## config.mk

```make
export PLATFORM = sky130hd
export DESIGN_NAME = dmem_responder_flat
export DESIGN_NICKNAME = d
export VERILOG_FILES = /design/src/rtl/dmem_pkg.sv /design/src/rtl/dmem_responder_if.sv /design/src/rtl/dmem_ram_be.sv /design/src/rtl/dmem_responder.sv /design/src/flat_wrapper.sv
export SDC_FILE = /design/constraint.sdc
export NUM_CORES = 2
export LEC_CHECK = 0
export BUFFER_PORTS_ARGS = -buffer_cell sky130_fd_sc_hd__buf_2
export CORE_ASPECT_RATIO = 2
export CORE_UTILIZATION = 52
export CTS_BUF_LIST = sky130_fd_sc_hd__clkbuf_16
export CTS_CLUSTER_SIZE = 14
export DETAILED_ROUTE_END_ITERATION = 8
export GPL_TIMING_DRIVEN = 1
export HOLD_SLACK_MARGIN = 0.03
export PLACE_DENSITY = 0.68
export REMOVE_ABC_BUFFERS = 1
export SLEW_MARGIN = 20
export SYNTH_ARGS = -nofsm -noshare
export SYNTH_HDL_FRONTEND = slang
export SYNTH_SLANG_ARGS = --single-unit
```

## constraint.sdc

```tcl
create_clock -name clk -period 4.1 [get_ports clk]
set_input_delay 0 -clock clk [delete_from_list [all_inputs] [get_ports clk]]
set_output_delay 0 -clock clk [all_outputs]
set_load 0.05 [all_outputs]
```

## src/rtl/dmem_pkg.sv

```systemverilog
// Shared types and constants for the handshaked data-memory responder.
package dmem_pkg;

    // Wait-state counter width; WAIT_CYCLES must fit (0..15).
    localparam int CNT_W           = 4;
    localparam int DEF_WAIT_CYCLES = 2;
    localparam int DEF_ADDR_WIDTH  = 6;

    typedef enum logic [1:0] {
        IDLE = 2'd0,
        WAIT = 2'd1,
        RESP = 2'd2
    } state_t;

    // A word access is misaligned whenever either low byte-address bit is set.
    function automatic logic is_misaligned(input logic [1:0] addr_lo);
        return (addr_lo != 2'b00);
    endfunction

endpackage

```

## src/rtl/dmem_responder_if.sv

```systemverilog
// CPU data-bus between the MEM stage (master) and the data memory (slave).
interface dmem_responder_if;

    logic        req;
    logic        we;
    logic [31:0] addr;
    logic [31:0] wdata;
    logic [3:0]  be;
    logic [31:0] rdata;
    logic        ack;
    logic        busy;
    logic        err;

    modport master (
        output req, we, addr, wdata, be,
        input  rdata, ack, busy, err
    );

    modport slave (
        input  req, we, addr, wdata, be,
        output rdata, ack, busy, err
    );

endinterface

```

## src/rtl/dmem_ram_be.sv

```systemverilog
// Single-port word RAM with per-byte write enables and a registered read port.
// Each byte lane is its own array so every lane maps cleanly onto block RAM.
module dmem_ram_be #(
    parameter int ADDR_WIDTH = 6
) (
    input  logic                  clk,
    input  logic                  reset,
    input  logic                  en,
    input  logic                  we,
    input  logic [ADDR_WIDTH-1:0] addr,
    input  logic [31:0]           wdata,
    input  logic [3:0]            be,
    output logic [31:0]           rdata
);

    localparam int DEPTH = 2 ** ADDR_WIDTH;

    genvar gi;
    generate
        for (gi = 0; gi < 4; gi++) begin : g_lane
            logic [7:0] lane_mem [0:DEPTH-1];
            logic [7:0] rd_lane_q;

            // Byte-lane write; contents are never cleared by reset.
            always_ff @(posedge clk) begin
                if (en && we && be[gi]) begin
                    lane_mem[addr] <= wdata[gi*8 +: 8];
                end
            end

            // Read register only updates on loads, so it holds across stores.
            always_ff @(posedge clk or negedge reset) begin
                if (!reset) begin
                    rd_lane_q <= 8'h00;
                end else if (en && !we) begin
                    rd_lane_q <= lane_mem[addr];
                end
            end

            assign rdata[gi*8 +: 8] = rd_lane_q;
        end
    endgenerate

endmodule

```

## src/rtl/dmem_responder.sv

```systemverilog
// Data-memory slave: accepts one request, waits WAIT_CYCLES, then performs a
// byte-enabled word access and answers with a one-cycle ack (err if misaligned).
module dmem_responder
    import dmem_pkg::*;
#(
    parameter int ADDR_WIDTH  = DEF_ADDR_WIDTH,
    parameter int WAIT_CYCLES = DEF_WAIT_CYCLES
) (
    input  logic             clk,
    input  logic             reset,
    dmem_responder_if.slave  bus
);

    // Only the byte address bits that select a word (plus the two alignment
    // bits) matter; higher bits alias.
    localparam int AB = ADDR_WIDTH + 2;

    state_t             state_q, state_d;
    logic [CNT_W-1:0]   cnt_q, cnt_d;
    logic               we_q, we_d;
    logic [AB-1:0]      addr_q, addr_d;
    logic [31:0]        wdata_q, wdata_d;
    logic [3:0]         be_q, be_d;
    logic               ack_q, ack_d;
    logic               busy_q, busy_d;
    logic               err_q, err_d;

    // Fields used by the access edge: straight from the bus when the access
    // happens on the acceptance edge (zero wait states), otherwise latched.
    logic               acc_we;
    logic [AB-1:0]      acc_addr;
    logic [31:0]        acc_wdata;
    logic [3:0]         acc_be;
    logic               access;
    logic               acc_mis;
    logic               ram_en;
    logic [31:0]        ram_rdata;

    // Access field selection.
    always_comb begin
        if (state_q == IDLE) begin
            acc_we    = bus.we;
            acc_addr  = bus.addr[AB-1:0];
            acc_wdata = bus.wdata;
            acc_be    = bus.be;
        end else begin
            acc_we    = we_q;
            acc_addr  = addr_q;
            acc_wdata = wdata_q;
            acc_be    = be_q;
        end
    end

    // Next-state, latch and response computation.
    always_comb begin
        state_d = state_q;
        cnt_d   = cnt_q;
        we_d    = we_q;
        addr_d  = addr_q;
        wdata_d = wdata_q;
        be_d    = be_q;
        busy_d  = busy_q;
        ack_d   = 1'b0;
        err_d   = 1'b0;
        access  = 1'b0;
        case (state_q)
            IDLE: begin
                if (bus.req) begin
                    we_d    = bus.we;
                    addr_d  = bus.addr[AB-1:0];
                    wdata_d = bus.wdata;
                    be_d    = bus.be;
                    busy_d  = 1'b1;
                    if (WAIT_CYCLES == 0) begin
                        state_d = RESP;
                        access  = 1'b1;
                    end else begin
                        cnt_d   = CNT_W'(WAIT_CYCLES - 1);
                        state_d = WAIT;
                    end
                end
            end
            WAIT: begin
                if (cnt_q == '0) begin
                    state_d = RESP;
                    access  = 1'b1;
                end else begin
                    cnt_d = cnt_q - 1'b1;
                end
            end
            RESP: begin
                // req is ignored here, so the earliest next acceptance is the
                // edge after we return to IDLE.
                state_d = IDLE;
                busy_d  = 1'b0;
            end
            default: begin
                state_d = IDLE;
                busy_d  = 1'b0;
            end
        endcase
        if (access) begin
            ack_d = 1'b1;
            err_d = acc_mis;
        end
    end

    assign acc_mis = is_misaligned(acc_addr[1:0]);

    // Gated by reset so a request pending while reset is held cannot write.
    assign ram_en = access && !acc_mis && reset;

    // State and registered outputs.
    always_ff @(posedge clk or negedge reset) begin
        if (!reset) begin
            state_q <= IDLE;
            cnt_q   <= '0;
            we_q    <= 1'b0;
            addr_q  <= '0;
            wdata_q <= '0;
            be_q    <= '0;
            ack_q   <= 1'b0;
            busy_q  <= 1'b0;
            err_q   <= 1'b0;
        end else begin
            state_q <= state_d;
            cnt_q   <= cnt_d;
            we_q    <= we_d;
            addr_q  <= addr_d;
            wdata_q <= wdata_d;
            be_q    <= be_d;
            ack_q   <= ack_d;
            busy_q  <= busy_d;
            err_q   <= err_d;
        end
    end

    dmem_ram_be #(
        .ADDR_WIDTH (ADDR_WIDTH)
    ) u_ram (
        .clk   (clk),
        .reset (reset),
        .en    (ram_en),
        .we    (acc_we),
        .addr  (acc_addr[AB-1:2]),
        .wdata (acc_wdata),
        .be    (acc_be),
        .rdata (ram_rdata)
    );

    assign bus.rdata = ram_rdata;
    assign bus.ack   = ack_q;
    assign bus.busy  = busy_q;
    assign bus.err   = err_q;

endmodule

```

## src/flat_wrapper.sv

```systemverilog
// flat-port wrapper written by rule: the top's interface ports become plain ports
module dmem_responder_flat import dmem_pkg::*;
#(
    parameter int ADDR_WIDTH  = DEF_ADDR_WIDTH,
    parameter int WAIT_CYCLES = DEF_WAIT_CYCLES
)
  (clk, reset, bus_req, bus_we, bus_addr, bus_wdata, bus_be, bus_rdata, bus_ack, bus_busy, bus_err);
  dmem_responder_if bus_i ();
  input  logic clk;
  input  logic reset;
  input wire logic [$bits(bus_i.req)-1:0] bus_req;
  input wire logic [$bits(bus_i.we)-1:0] bus_we;
  input wire logic [$bits(bus_i.addr)-1:0] bus_addr;
  input wire logic [$bits(bus_i.wdata)-1:0] bus_wdata;
  input wire logic [$bits(bus_i.be)-1:0] bus_be;
  output wire logic [$bits(bus_i.rdata)-1:0] bus_rdata;
  output wire logic [$bits(bus_i.ack)-1:0] bus_ack;
  output wire logic [$bits(bus_i.busy)-1:0] bus_busy;
  output wire logic [$bits(bus_i.err)-1:0] bus_err;
  assign bus_i.req = bus_req;
  assign bus_i.we = bus_we;
  assign bus_i.addr = bus_addr;
  assign bus_i.wdata = bus_wdata;
  assign bus_i.be = bus_be;
  assign bus_rdata = bus_i.rdata;
  assign bus_ack = bus_i.ack;
  assign bus_busy = bus_i.busy;
  assign bus_err = bus_i.err;
  dmem_responder #(.ADDR_WIDTH(ADDR_WIDTH), .WAIT_CYCLES(WAIT_CYCLES)) u_core (.clk(clk), .reset(reset), .bus(bus_i));
endmodule
```

# [After elaboration in Yosys (flattened, before gate mapping)]
# Memory sizes are Yosys's and may differ from the RTL's. A register that Yosys moved wholly into a read port is not among the register bits.
# Index checks and enable logic that the tools add are counted.
[op_classes] n_bitwise=1 n_mux=24 addsub=1 n_reduce_logical=22 n_eq_ne=4
[ops] cell="2-to-1 mux 32 bit" count=1
[ops] cell="2-to-1 mux 1 bit" count=14
[ops] cell="2-to-1 mux 4 bit" count=3
[ops] cell="logical AND 1 bit" count=8
[ops] cell="2-to-1 mux 8 bit" count=1
[ops] cell="one-hot mux 4 bit (2 select lines)" count=1
[ops] cell="zero test 1 bit" count=6
[ops] cell="AND reduction 2 bit" count=3
[ops] cell="zero test 4 bit" count=1
[ops] cell="2-to-1 mux 2 bit" count=2
[ops] cell="!= test 2 bit, second input constant" count=2
[ops] cell="one-hot mux 2 bit (2 select lines)" count=1
[ops] cell="nonzero test 2 bit" count=2
[ops] cell="subtractor 4 x 1 -> 4 bit, second input constant" count=1
[ops] cell="AND reduction 3 bit" count=1
[ops] cell="== test 2 x 1 -> 1 bit, second input constant" count=1
[ops] cell="zero test 2 bit" count=1
[ops] cell="!= test 2 x 1 -> 1 bit, second input constant" count=1
[ops] cell="one-hot mux 1 bit (2 select lines)" count=1
[ops] cell="NOT 1 bit" count=1
[word_totals] register_bits=54 out_inout_bits=35 ram_bits=2048 mem_count=4
[memory_table] name="u_core.u_ram.g_lane[0].lane_mem" words=64 word_bits=8 read_ports=1 rd_clocked_by_memory_dff=1 wr=1 line="dmem_ram_be.sv:21" source="logic [7:0] lane_mem [0:DEPTH-1];"
[memory_table] name="u_core.u_ram.g_lane[1].lane_mem" words=64 word_bits=8 read_ports=1 rd_clocked_by_memory_dff=1 wr=1 line="dmem_ram_be.sv:21"
[memory_table] name="u_core.u_ram.g_lane[2].lane_mem" words=64 word_bits=8 read_ports=1 rd_clocked_by_memory_dff=1 wr=1 line="dmem_ram_be.sv:21"
[memory_table] name="u_core.u_ram.g_lane[3].lane_mem" words=64 word_bits=8 read_ports=1 rd_clocked_by_memory_dff=1 wr=1 line="dmem_ram_be.sv:21"

# [Depth between registers and ports, before layout]
[logic_depth] word_depth=10 ltp_mapped=13 depth_no_buf=9

# [Hierarchy]
# Synthesis repeated with hierarchy kept, for this count alone.
[hier_totals] cells_unflattened=4691 hier_area_um2=83501.3
[by_module_without_submodules] module="dmem_ram_be" seq_area_each_um2=62299.8 area_each_um2=80826.3 instances=1 cells_each=4505
[by_module_without_submodules] module="dmem_responder" seq_area_each_um2=1351.3 area_each_um2=2675.1 instances=1 cells_each=186

# [Worst setup path before layout]
# Ideal clock, no wire load.
[synth_path] path_kind="register -> register" from="register u_core.state_q[0]" to="memory u_core.u_ram.g_lane[0].lane_mem[35][0], enable pin" path_stages_with_launch=10 setup_time_ps=383 period_less_slack_ps=3191 t_arrival_ps=2807 n_path_buf=5 setup_slack_ps=909 path_cell_list="dfrtp_1 > buf_6 > or3b_1 > buf_2 > nand2_1 > buf_2 > buf_1 > nand2_1 > clkbuf_1 > nor3_1"
[synth_via] elab_chain_len=10 elab_cells_between_ends=14 classes_between="1 x eq/ne; 6 x mux; 7 x reduce/logical"
[synth_lines] element="from (decl)" line="dmem_responder.sv:18" source="state_t state_q, state_d;"
[synth_lines] element="from (signal assigned)" line="dmem_responder.sv:126" source="state_q <= state_d;"
[synth_lines] element="zero test 2 bit" line="dmem_responder.sv:41" source="if (state_q == IDLE) begin"
[synth_lines] element="2-to-1 mux 8 bit" line="dmem_responder.sv:41"
[synth_lines] element="nonzero test 2 bit" line="dmem_pkg.sv:17" source="return (addr_lo != 2'b00);"
[synth_lines] element="zero test 1 bit" line="dmem_responder.sv:111" source="assign ram_en = access && !acc_mis && reset;"
[synth_lines] element="logical AND 1 bit (2 in series)" line="dmem_responder.sv:111"
[synth_lines] element="logical AND 1 bit (2 in series)" line="dmem_ram_be.sv:26" source="if (en && we && be[gi]) begin"
[synth_lines] element="2-to-1 mux 1 bit" line="dmem_ram_be.sv:26"
[synth_lines] element="2-to-1 mux 1 bit (implied by the code)" line="dmem_ram_be.sv:27" source="lane_mem[addr] <= wdata[gi*8 +: 8];"
[synth_lines] element="to (decl)" line="dmem_ram_be.sv:21"
# Parallel ways exist; a longest one is shown, timed or not.

# [Worst setup path in the final report]
[layout_path] from="register u_core.state_q[0]" to="register u_core.u_ram.g_lane[0].rd_lane_q[5], read port of u_core.u_ram.g_lane[0].lane_mem"
[layout_via] elab_chain_len=7 elab_cells_between_ends=11 classes_between="1 x eq/ne; 3 x mux; 7 x reduce/logical"
[layout_lines] element="zero test 2 bit" line="dmem_responder.sv:41"
[layout_lines] element="2-to-1 mux 8 bit" line="dmem_responder.sv:41"
[layout_lines] element="nonzero test 2 bit" line="dmem_pkg.sv:17"
[layout_lines] element="zero test 1 bit" line="dmem_responder.sv:111"
[layout_lines] element="logical AND 1 bit (2 in series)" line="dmem_responder.sv:111"
[layout_lines] element="logical AND 1 bit" line="dmem_ram_be.sv:35" source="end else if (en && !we) begin"
[layout_lines] element="to (decl)" line="dmem_ram_be.sv:22" source="logic [7:0] rd_lane_q;"
# Parallel ways exist; a longest one is shown, timed or not.
# A chain may end at the register's enable or synchronous reset.

==> out/qor.csv <==
metric,value,unit
status,"finished, violations left",
violations,setup timing,
startpoint,u_core.state_q[0],
setup_slack,-26.52,ps
yosys_register_bits,2134,
maxCapViolations,0,
core-area,155700,um2
fin_skew,46.20,ps
die_y,561.8,um
max_stage_delay,680,ps
final_common_cell,edfxtp_1,
grt_pass1_wl,373500,um
postRouteAntennaNets,0,
max-slew-margin-rel,17.62,%
clock.fmax,242.3,MHz
row_count,205,
final_max_slew_viol_count,0,
nFillCells,11410,
final_core_util,60.88,%
rsz0062_at_grt,false,
cpMostUsedCell,buf_4,
holdCritStartpoint,bus_addr[7],
endpoint_kind,register,
final_cell_mix,"edfxtp_1 (2048), nand2_1 (611), buf_4 (530), a22oi_1 (331), o21ai_0 (248)",
synth-compound-area-share,10.22,%
crit_chain,or3b_1 > buf_4 > buf_4 > o22ai_4 > buf_12 > buf_4 > a22oi_1 > nand3_1 > nor3_1 > o22ai_1 > nor4_1 > o21ai_0,
hold_viol,0,
peakVddDrop,757.0,uV
syn_area_per_cell,15.69,um2
p_leak,31.97,nW
yosysUniqueCellTypes,66,
cts-htree-levels,4,
finalCritPeriodShare,100.6,%
drt-vias-per-instance,6.693,
port-buffer-count,82,
r2r_start,u_core.state_q[0],
start_kind,register,
fin_crit,4127,ps
regArea,63650,um2
synth_edf_count,2048,
ctsRootBufferMaster,clkbuf_16,
die-area,158400,um2
path_class,reg2reg,
synth.cell_area,81480,um2
drc,0,
drtIter0Drc,8050,
hpwl,167800,um
nets,5874,
yosys.area_share.xor_xnor,0.02150,%
antenna_found_initial,13,
yosys_most_used_dff,edfxtp_1,
pwr_density_cell,750.5,nW/um2
vias,53520,
drt-total-wl,267000,um
cts_tree,done,
drt_pass1_iterations,9,
die_x,281.9,um
initial_core_util,52.33,%
synth_top_family_by_area,compound AO/OA/AOI/OAI gates,
gp_congestion,0.9312,
multi_input_area,16740,um2
setup_violations,1,
grt_overflow,0,
ys_seq_area_share,78.12,%
synthCells,5194,
numCtsBuffers,185,
design_area,94780,um2
worstMarginPinSlew,1233,ps
pin_count,107,
yosys-mux-area-fraction,3.412,%
area_growth,16.33,%
grt_pass1_vias,52300,
cp_max_fo,26,
grt_max_degree,68,
yosys.area_share.simple,6.327,%
crit_path_top_delay_cell,or3b_1,
drive_gt1_share,17.38,%
path_clk_slew,60,ps
wl_per_cell,33.38,um
worst_ep_arrival_time,4880,ps
synth_adder_area_share,0.01536,%
clock-sinks,2134,
place_area,88320,um2
synthArstFlopShare,4.030,%
clkLatencyLatePin,850,ps
clockBufferDepth,4,
synth_warnings,0,
track_usage,33.55,%
required,4860,ps
worstHoldPathType,in2reg,
-- state kept, by name (all words and copies together), names as in the netlist --
name	flops
u_core.state_q	2
u_core.be_q	4
u_core.u_ram.g_lane.rd_lane_q	32
u_core.bus.busy	1
u_core.cnt_q	4
u_core.bus.err	1
u_core.bus.ack	1
u_core.we_q	1
u_core.addr_q	8
u_core.u_ram.g_lane.lane_mem	2048
u_core.wdata_q	32
-- what timing repair did --
action	CTS	global route
hold endpoints to repair	761	0
buffers inserted	0	4
hold buffers	114	0
gates resized for setup	0	1
setup endpoints to repair	0	1
-- cell type report --
cell class	instances	area share [%]
antenna	11	0.02904
clock buffer	187	4.937
clock inverter	115	0.5452
inverter	7	0.02772
multi-input combinational	2698	17.66
sequential	2134	67.15
tap	2070	2.733
timing repair buffer	775	6.912
-- cells by family after synthesis --
family | count (synthesis)
buffers and inverters | 363
multiplexers | 269
AND/OR/NAND/NOR | 1194
XOR/XNOR | 2
adder cells (fa/ha/maj) | 1
AO/OA/AOI/OAI | 1231
flip-flops | 2134
-- synthesized netlist by cell type, drive strengths merged, types with 21 or more instances --
cell type / number / area [um2]
nand3: 50 / 250.2
nor3: 213 / 1066
nand2: 656 / 2462
nor2: 155 / 581.8
a21oi: 206 / 1031
mux2: 67 / 758.2
a22oi: 331 / 2485
edfxtp: 2048 / 61500
mux2i: 202 / 2022
o22ai: 73 / 475.5
a222oi: 70 / 700.7
a22o: 37 / 324.1
a31oi: 92 / 581.8
a221oi: 75 / 656.9
nand4: 47 / 294.0
clkbuf: 175 / 656.9
o21ai: 252 / 1265
nor4: 23 / 143.9
buf: 181 / 853.3
dfrtp: 86 / 2152
o22a: 21 / 183.9
-- critical path: cells and delay by family, from the launching register on --
kind	cells	cell delay [ps]
and+or+nand+nor	4	1010
buffers and inverters	4	1100
AOI/OAI and AO/OA	4	1330
DFF	1	530
-- power breakdown --
part           switching [mW]  internal [mW]  total (mW)  leakage (nW)
combinational            19.4           6.84        26.2          9.55
clock                    7.48           8.30        15.8          2.86
sequential              0.368           28.8        29.1          19.6
total                    27.2           43.9        71.1          32.0
-- final timing paths --
| path | end | depth (start not counted) | slack [ps] |
|---|---|---|---|
| setup / recovery | u_core.u_ram.g_lane[0].rd_lane_q[5] | 12 | -30 |
| hold / removal | u_core.addr_q[7] | 3 | 70 |
| setup reg to reg | u_core.u_ram.g_lane[0].rd_lane_q[5] | 12 | -30 |
| hold reg to reg | u_core.bus.busy | 1 | 490 |
| max in group asynchronous | u_core.u_ram.g_lane[3].rd_lane_q[7] | 4 | 2850 |
| min in group asynchronous | u_core.u_ram.g_lane[0].rd_lane_q[2] | 4 | 300 |
-- routing by layer --
| metal | routed length [um] | GRT usage, % |
|---|---|---|
| met3 | 27990 | 5.756 |
| met4 | 22740 | 25.26 |
| met2 | 129900 | 54.98 |
| met5 | 25 | 0 |
| met1 | 86330 | 39.47 |
-- metrics by stage --
stage | total power, mW | cells | TNS, ps | hold WS (ps) | setup slack [ps]
final | 71.13 | 7997 | -26.52 | 65.48 | -26.52
after global routing | 72.42 | 7988 | 0 | 77.47 | 25.11
after floorplan | 41.78 | 4838 | -3946080 | -295.6 | -7248
after global placement | 54.09 | 7564 | 0 | 56.81 | 390.2
after CTS | 70.25 | 7980 | 0 | 46.59 | 163.2
after detailed placement | 54.57 | 7564 | 0 | 61.28 | 245.0
Note: power is estimated with default switching activity, not from simulation.
